**src/rtl/ecc_pkg.sv**
```systemverilog
// Shared constants and tx state encoding for the ECC nibble loader and the point transmitter.
package ecc_pkg;

  localparam int ECC_NIB   = 4;
  localparam int ECC_WIDTH = 32;
  localparam int ECC_BEATS = ECC_WIDTH / ECC_NIB;

  typedef enum logic [2:0] {
    IDLE,
    SEND_X,
    SEND_Y,
    SEND_CK,
    DONE
  } tx_state_e;

endpackage

```
**src/rtl/nibble_shift_reg.sv**
```systemverilog
// Coordinate register with parallel load that shifts right one nibble per enable.
// The low nibble is always the next one to go out.
module nibble_shift_reg
  import ecc_pkg::*;
#(
  parameter int WIDTH = ECC_WIDTH,
  parameter int NIB   = ECC_NIB
) (
  input  logic             i_clk,
  input  logic             i_rst,
  input  logic             i_load,
  input  logic             i_shift,
  input  logic [WIDTH-1:0] i_d,
  output logic [NIB-1:0]   o_nibble
);

  logic [WIDTH-1:0] q;

  // A load has priority over a shift.
  always_ff @(posedge i_clk or posedge i_rst) begin
    if (i_rst)        q <= '0;
    else if (i_load)  q <= i_d;
    else if (i_shift) q <= q >> NIB;
  end

  assign o_nibble = q[NIB-1:0];

endmodule

```
**src/rtl/ecc_point_nibble_tx.sv**
```systemverilog
// Captures the affine result point and streams it over the 4-bit kP pin, LS nibble first, x then y.
// Defining ECC_TX_CHECKSUM_EN appends an XOR checksum beat (state SEND_CK) to every frame.
module ecc_point_nibble_tx
  import ecc_pkg::*;
#(
  parameter int WIDTH = ECC_WIDTH,
  parameter int NIB   = ECC_NIB
) (
  input  logic             i_clk,
  input  logic             i_rst,
  input  logic             i_load,
  input  logic [WIDTH-1:0] i_x,
  input  logic [WIDTH-1:0] i_y,
  input  logic             i_ready,
  output logic [NIB-1:0]   o_nibble,
  output logic             o_valid,
  output logic             o_first,
  output logic             o_last,
  output logic             o_busy,
  output logic             o_done
);

  localparam int BEATS = WIDTH / NIB;
  localparam int CW    = (BEATS > 1) ? $clog2(BEATS) : 1;
  localparam logic [CW-1:0] LAST_CNT = CW'(BEATS - 1);

  tx_state_e      state_q, state_d;
  logic [CW-1:0]  cnt_q, cnt_d;
  logic           valid_int, accept, capture, shift_x, shift_y;
  logic [NIB-1:0] x_nib, y_nib;

  // A new point is only taken when no frame is in flight.
  assign capture   = i_load && (state_q == IDLE || state_q == DONE);
  assign valid_int = (state_q == SEND_X) || (state_q == SEND_Y) || (state_q == SEND_CK);
  assign accept    = valid_int && i_ready;
  assign shift_x   = accept && (state_q == SEND_X);
  assign shift_y   = accept && (state_q == SEND_Y);

  nibble_shift_reg #(.WIDTH(WIDTH), .NIB(NIB)) u_x_sr (
    .i_clk(i_clk), .i_rst(i_rst), .i_load(capture), .i_shift(shift_x),
    .i_d(i_x), .o_nibble(x_nib)
  );

  nibble_shift_reg #(.WIDTH(WIDTH), .NIB(NIB)) u_y_sr (
    .i_clk(i_clk), .i_rst(i_rst), .i_load(capture), .i_shift(shift_y),
    .i_d(i_y), .o_nibble(y_nib)
  );

`ifdef ECC_TX_CHECKSUM_EN
  logic [NIB-1:0] ck_q;

  always_ff @(posedge i_clk or posedge i_rst) begin
    if (i_rst)                   ck_q <= '0;
    else if (capture)            ck_q <= '0;
    else if (shift_x || shift_y) ck_q <= ck_q ^ o_nibble;
  end
`endif

  always_ff @(posedge i_clk or posedge i_rst) begin
    if (i_rst) begin
      state_q <= IDLE;
      cnt_q   <= '0;
    end else begin
      state_q <= state_d;
      cnt_q   <= cnt_d;
    end
  end

  always_comb begin
    state_d  = state_q;
    cnt_d    = cnt_q;
    o_valid  = valid_int;
    o_busy   = valid_int;
    o_nibble = '0;
    o_first  = 1'b0;
    o_last   = 1'b0;
    o_done   = 1'b0;
    case (state_q)
      IDLE: begin
        if (i_load) begin
          state_d = SEND_X;
          cnt_d   = '0;
        end
      end
      SEND_X: begin
        o_nibble = x_nib;
        o_first  = (cnt_q == '0);
        if (accept) begin
          if (cnt_q == LAST_CNT) begin
            cnt_d   = '0;
            state_d = SEND_Y;
          end else begin
            cnt_d = cnt_q + CW'(1);
          end
        end
      end
      SEND_Y: begin
        o_nibble = y_nib;
`ifndef ECC_TX_CHECKSUM_EN
        o_last   = (cnt_q == LAST_CNT);
`endif
        if (accept) begin
          if (cnt_q == LAST_CNT) begin
            cnt_d = '0;
`ifdef ECC_TX_CHECKSUM_EN
            state_d = SEND_CK;
`else
            state_d = DONE;
`endif
          end else begin
            cnt_d = cnt_q + CW'(1);
          end
        end
      end
`ifdef ECC_TX_CHECKSUM_EN
      SEND_CK: begin
        o_nibble = ck_q;
        o_last   = 1'b1;
        if (accept) state_d = DONE;
      end
`endif
      DONE: begin
        o_done = 1'b1;
        if (i_load) begin
          state_d = SEND_X;
          cnt_d   = '0;
        end else begin
          state_d = IDLE;
        end
      end
      default: state_d = IDLE;
    endcase
  end

endmodule

```
**config.mk**
```make
export PLATFORM = sky130hd
export DESIGN_NAME = ecc_point_nibble_tx
export DESIGN_NICKNAME = d
export VERILOG_FILES = /design/src/rtl/ecc_pkg.sv /design/src/rtl/nibble_shift_reg.sv /design/src/rtl/ecc_point_nibble_tx.sv
export SDC_FILE = /design/constraint.sdc
export NUM_CORES = 1
export LEC_CHECK = 0
export CAP_MARGIN = 5
export CORE_MARGIN = 2
export CORE_UTILIZATION = 45
export CTS_CLUSTER_SIZE = 16
export DETAILED_ROUTE_END_ITERATION = 8
export HOLD_SLACK_MARGIN = 0.06
export PLACE_DENSITY = 0.8
export SYNTH_ARGS = -nofsm -noshare
export SYNTH_HDL_FRONTEND = slang
export SYNTH_SLANG_ARGS = --single-unit
```
**constraint.sdc**
```tcl
create_clock -name i_clk -period 6.6 [get_ports i_clk]
set_input_delay 1.65 -clock i_clk [delete_from_list [all_inputs] [get_ports i_clk]]
set_output_delay 1.65 -clock i_clk [all_outputs]
set_load 0.05 [all_outputs]
```
==> impl_metrics.py <==
metrics = {
    "clock_network": {
        "cts_setup_buffers": 0,
        "htree_levels": 3,
        "cts_sinks": 70,
        "cts_buffer_depth": 2,
        "cts_hold_buffers": 0,
        "cts.repair.resized": 0,
        "clkSlewWorstSetupHoldPaths_ps": 70,
        "cts_tree": "built",
        "clkLatencyLatePin_ps": 340,
        "cts-root-buf": "clkbuf_8",
        "numCtsBuffers": 9,
    },
    "timing": {
        "grt_setup_unrepaired": "false",
        "slew_headroom": 0.419,
        "hold_viol": 0,
        "timing.final.crit_period_ps": 4350,
        "finalSetupViolCount": 0,
        "hold_ws_ps": 484,
        "fmax_mhz": 230,
        "drv_slew": 0,
        "worst_pin_slew_ps": 871,
        "finalCritPeriodShare": 0.660,
        "skew_ps": 6.60,
        "fin_ws_ps": 2250,
        "final.setup.tns_ps": 0,
    },
    "synth": {
        "synth_commonest_cells": "70 x dfrtp_1, 56 x mux2i_1, 36 x nor2_1",
        "yosysSeqAreaShare": 0.512,
        "synth_fp_nets": 400,
        "syn_area_um2": 3420,
        "netlist-cell-type-count": 33,
        "ys_async_sr_fraction": 1.00,
        "yosys_most_used_dff": "dfrtp_1",
        "yosysTopAreaCell": "dfrtp_1",
        "synth-edff-count": 0,
        "synth_cells": 329,
        "synth.top_cell.area_share": 0.512,
        "netlist_top_cells_area": "dfrtp_1 51%, mux2i_1 16%, a21oi_1 4.7%",
        "yosys_warnings": 0,
        "synth-seq-cells": 70,
        "syn_area_per_cell_um2": 10.4,
        "synth.most_common_cell": "dfrtp_1",
    },
    "worst_setup_path": {
        "critical_path_class": "register to output pin",
        "end_kind": "output pin",
        "worst-r2r-cell-count": 5,
        "arrival_ps": 2700,
        "required_ps": 4950,
        "start_kind": "register",
        "r2r_start": "state_q[0]",
        "cp_max_fo": 18,
        "r2r_slack_ps": 4200,
        "r2r_end": "u_y_sr.q[26]",
    },
    "pwr": {
        "p_comb_frac": 0.391,
        "p_per_area_nw_per_um2": 396,
        "internal-power_mw": 1.09,
        "clkPwrFrac": 0.188,
        "p_leak_nw": 1.77,
        "ir_drop_mv": 0.174,
        "totalPowerFinal_mw": 1.73,
        "p_seq_frac": 0.421,
        "switching_share": 0.371,
        "p_sw_uw": 640,
    },
    "hold_path": {
        "min_to": "u_x_sr.q[27]",
        "hold_class": "register to register",
        "min_path_cells": 2,
        "worstHoldStart": "u_x_sr.q[27]",
    },
    "finish": {
        "drive_gt1_frac": 0.0524,
        "final_util": 0.597,
        "finalInstanceArea_um2": 4360,
        "area_growth_syn_to_layout_pct": 27.4,
        "fin_nets": 467,
        "multi_input_area_um2": 1490,
        "fill_cells": 640,
        "antenna_cells": 0,
        "register_area_um2": 1750,
        "layout.cells.non_filler": 500,
    },
    "status": {
        "status": "complete, no violations",
    },
    "routing": {
        "drtAntennaViolNets": 0,
        "vias": 2549,
        "viasPerCell": 5.10,
        "wl_per_cell_um": 14.0,
        "first_pass_iters": 5,
        "wl_um": 7000,
        "drc": 0,
        "drt_iter0_drc": 91,
    },
    "placement": {
        "io_buffer_count": 76,
        "dpl_cell_area_um2": 4170,
        "gp_congestion": 0.847,
        "post-place-ws_ps": 2620,
        "dp_cells": 484,
        "hpwl_um": 4960,
    },
    "die": {
        "core.rowCount": 31,
        "die-area_um2": 8310,
        "initial_core_util": 0.469,
        "die_w_um": 91.2,
        "die_y_um": 91.2,
        "boundaryPins": 77,
        "core_um2": 7290,
    },
    "global_route": {
        "overflow": 0,
        "grt_antenna_before_repair": 0,
        "grt_pass1_vias": 2557,
        "grt_max_degree": 71,
        "grt_pass1_wl_um": 11600,
        "grt_usage": 0.177,
    },
    "job": {
        "maxCapViolations": 0,
    },
}
[critical path: stages (launching register included)]
cell and delay, ps:
dfrtp_1 740, nor2b_1 520, a22oi_1 130, nor2_1 140, clkdlybuf4s50_1 830
[cell usage in the layout (no fill, tap or decap), drive strengths merged, types with 2 or more instances in the layout]
cell           netlist  final
o22ai                2      2
clkdlybuf4s50        0     76
clkbuf               5     12
clkinv               0      2
o21ai               31     31
buf                 19      4
a22oi                4      4
nand2b               4      4
a21oi               33     33
o31ai                2      2
nor2                37     37
nand2               32     32
a22o                 8      8
a31oi                2      2
and3                 2      2
dfrtp               70     70
nor2b                3      3
inv                  5      5
nand3b               3      3
ha                   3      3
a21o                 2      2
mux2i               56     56
[sequential cells by signal, summed over array words and instances, names as in the netlist]
signal	flops
state_q	3
u_x_sr.q	32
cnt_q	3
u_y_sr.q	32
[final cells by class]
| class | instances | share of cell area |
|---|---|---|
| Inverter | 5 | 0.00431 |
| Timing Repair Buffer | 80 | 0.182 |
| Multi-Input combinational cell | 230 | 0.342 |
| Clock buffer | 12 | 0.0310 |
| Sequential cell | 70 | 0.402 |
| Clock inverter | 4 | 0.0109 |
| Tap cell | 99 | 0.0284 |
[power groups by stage]
stage | Sequential [mW] | Combinational (mW) | Clock, mW
after floorplan | 0.690 | 0.568 | 0
after global placement | 0.725 | 0.654 | 0
after detailed placement | 0.736 | 0.683 | 0
after CTS | 0.728 | 0.686 | 0.333
after global routing | 0.750 | 0.757 | 0.357
final | 0.727 | 0.676 | 0.324
[kinds of logic (layout without fill, tap and decap cells)]
| group | count (synthesis) | in the layout | synth area share |
|---|---|---|---|
| adder cells (fa/ha/maj) | 3 | 3 | 0.0110 |
| AND/OR/NAND/NOR | 86 | 86 | 0.115 |
| buffers and inverters | 29 | 101 | 0.0545 |
| multiplexers | 56 | 56 | 0.164 |
| AO/OA/AOI/OAI | 85 | 85 | 0.143 |
| flip-flops | 70 | 70 | 0.512 |
[per-layer routing]
layer,up-vias,global-route usage,part of all wire
met2,56,0.304,0.52
met1,1200,0.217,0.42
li1,1281,-,-
met4,0,0.0694,0.018
met3,12,0.0398,0.039
met5,-,0,0
[how the worst max path moves through the flow]
stage	slack (ps)	startpoint	cells after the start	to
after floorplan	3180	i_rst	1	cnt_q[0]
after global placement	2710	state_q[1]	4	o_nibble[1]
after detailed placement	2620	state_q[1]	4	o_nibble[0]
after CTS	2240	state_q[1]	4	o_nibble[0]
after global routing	2050	state_q[1]	4	o_nibble[1]
final	2250	state_q[1]	4	o_nibble[0]
No activity file was read; power rests on OpenSTA's default activity.
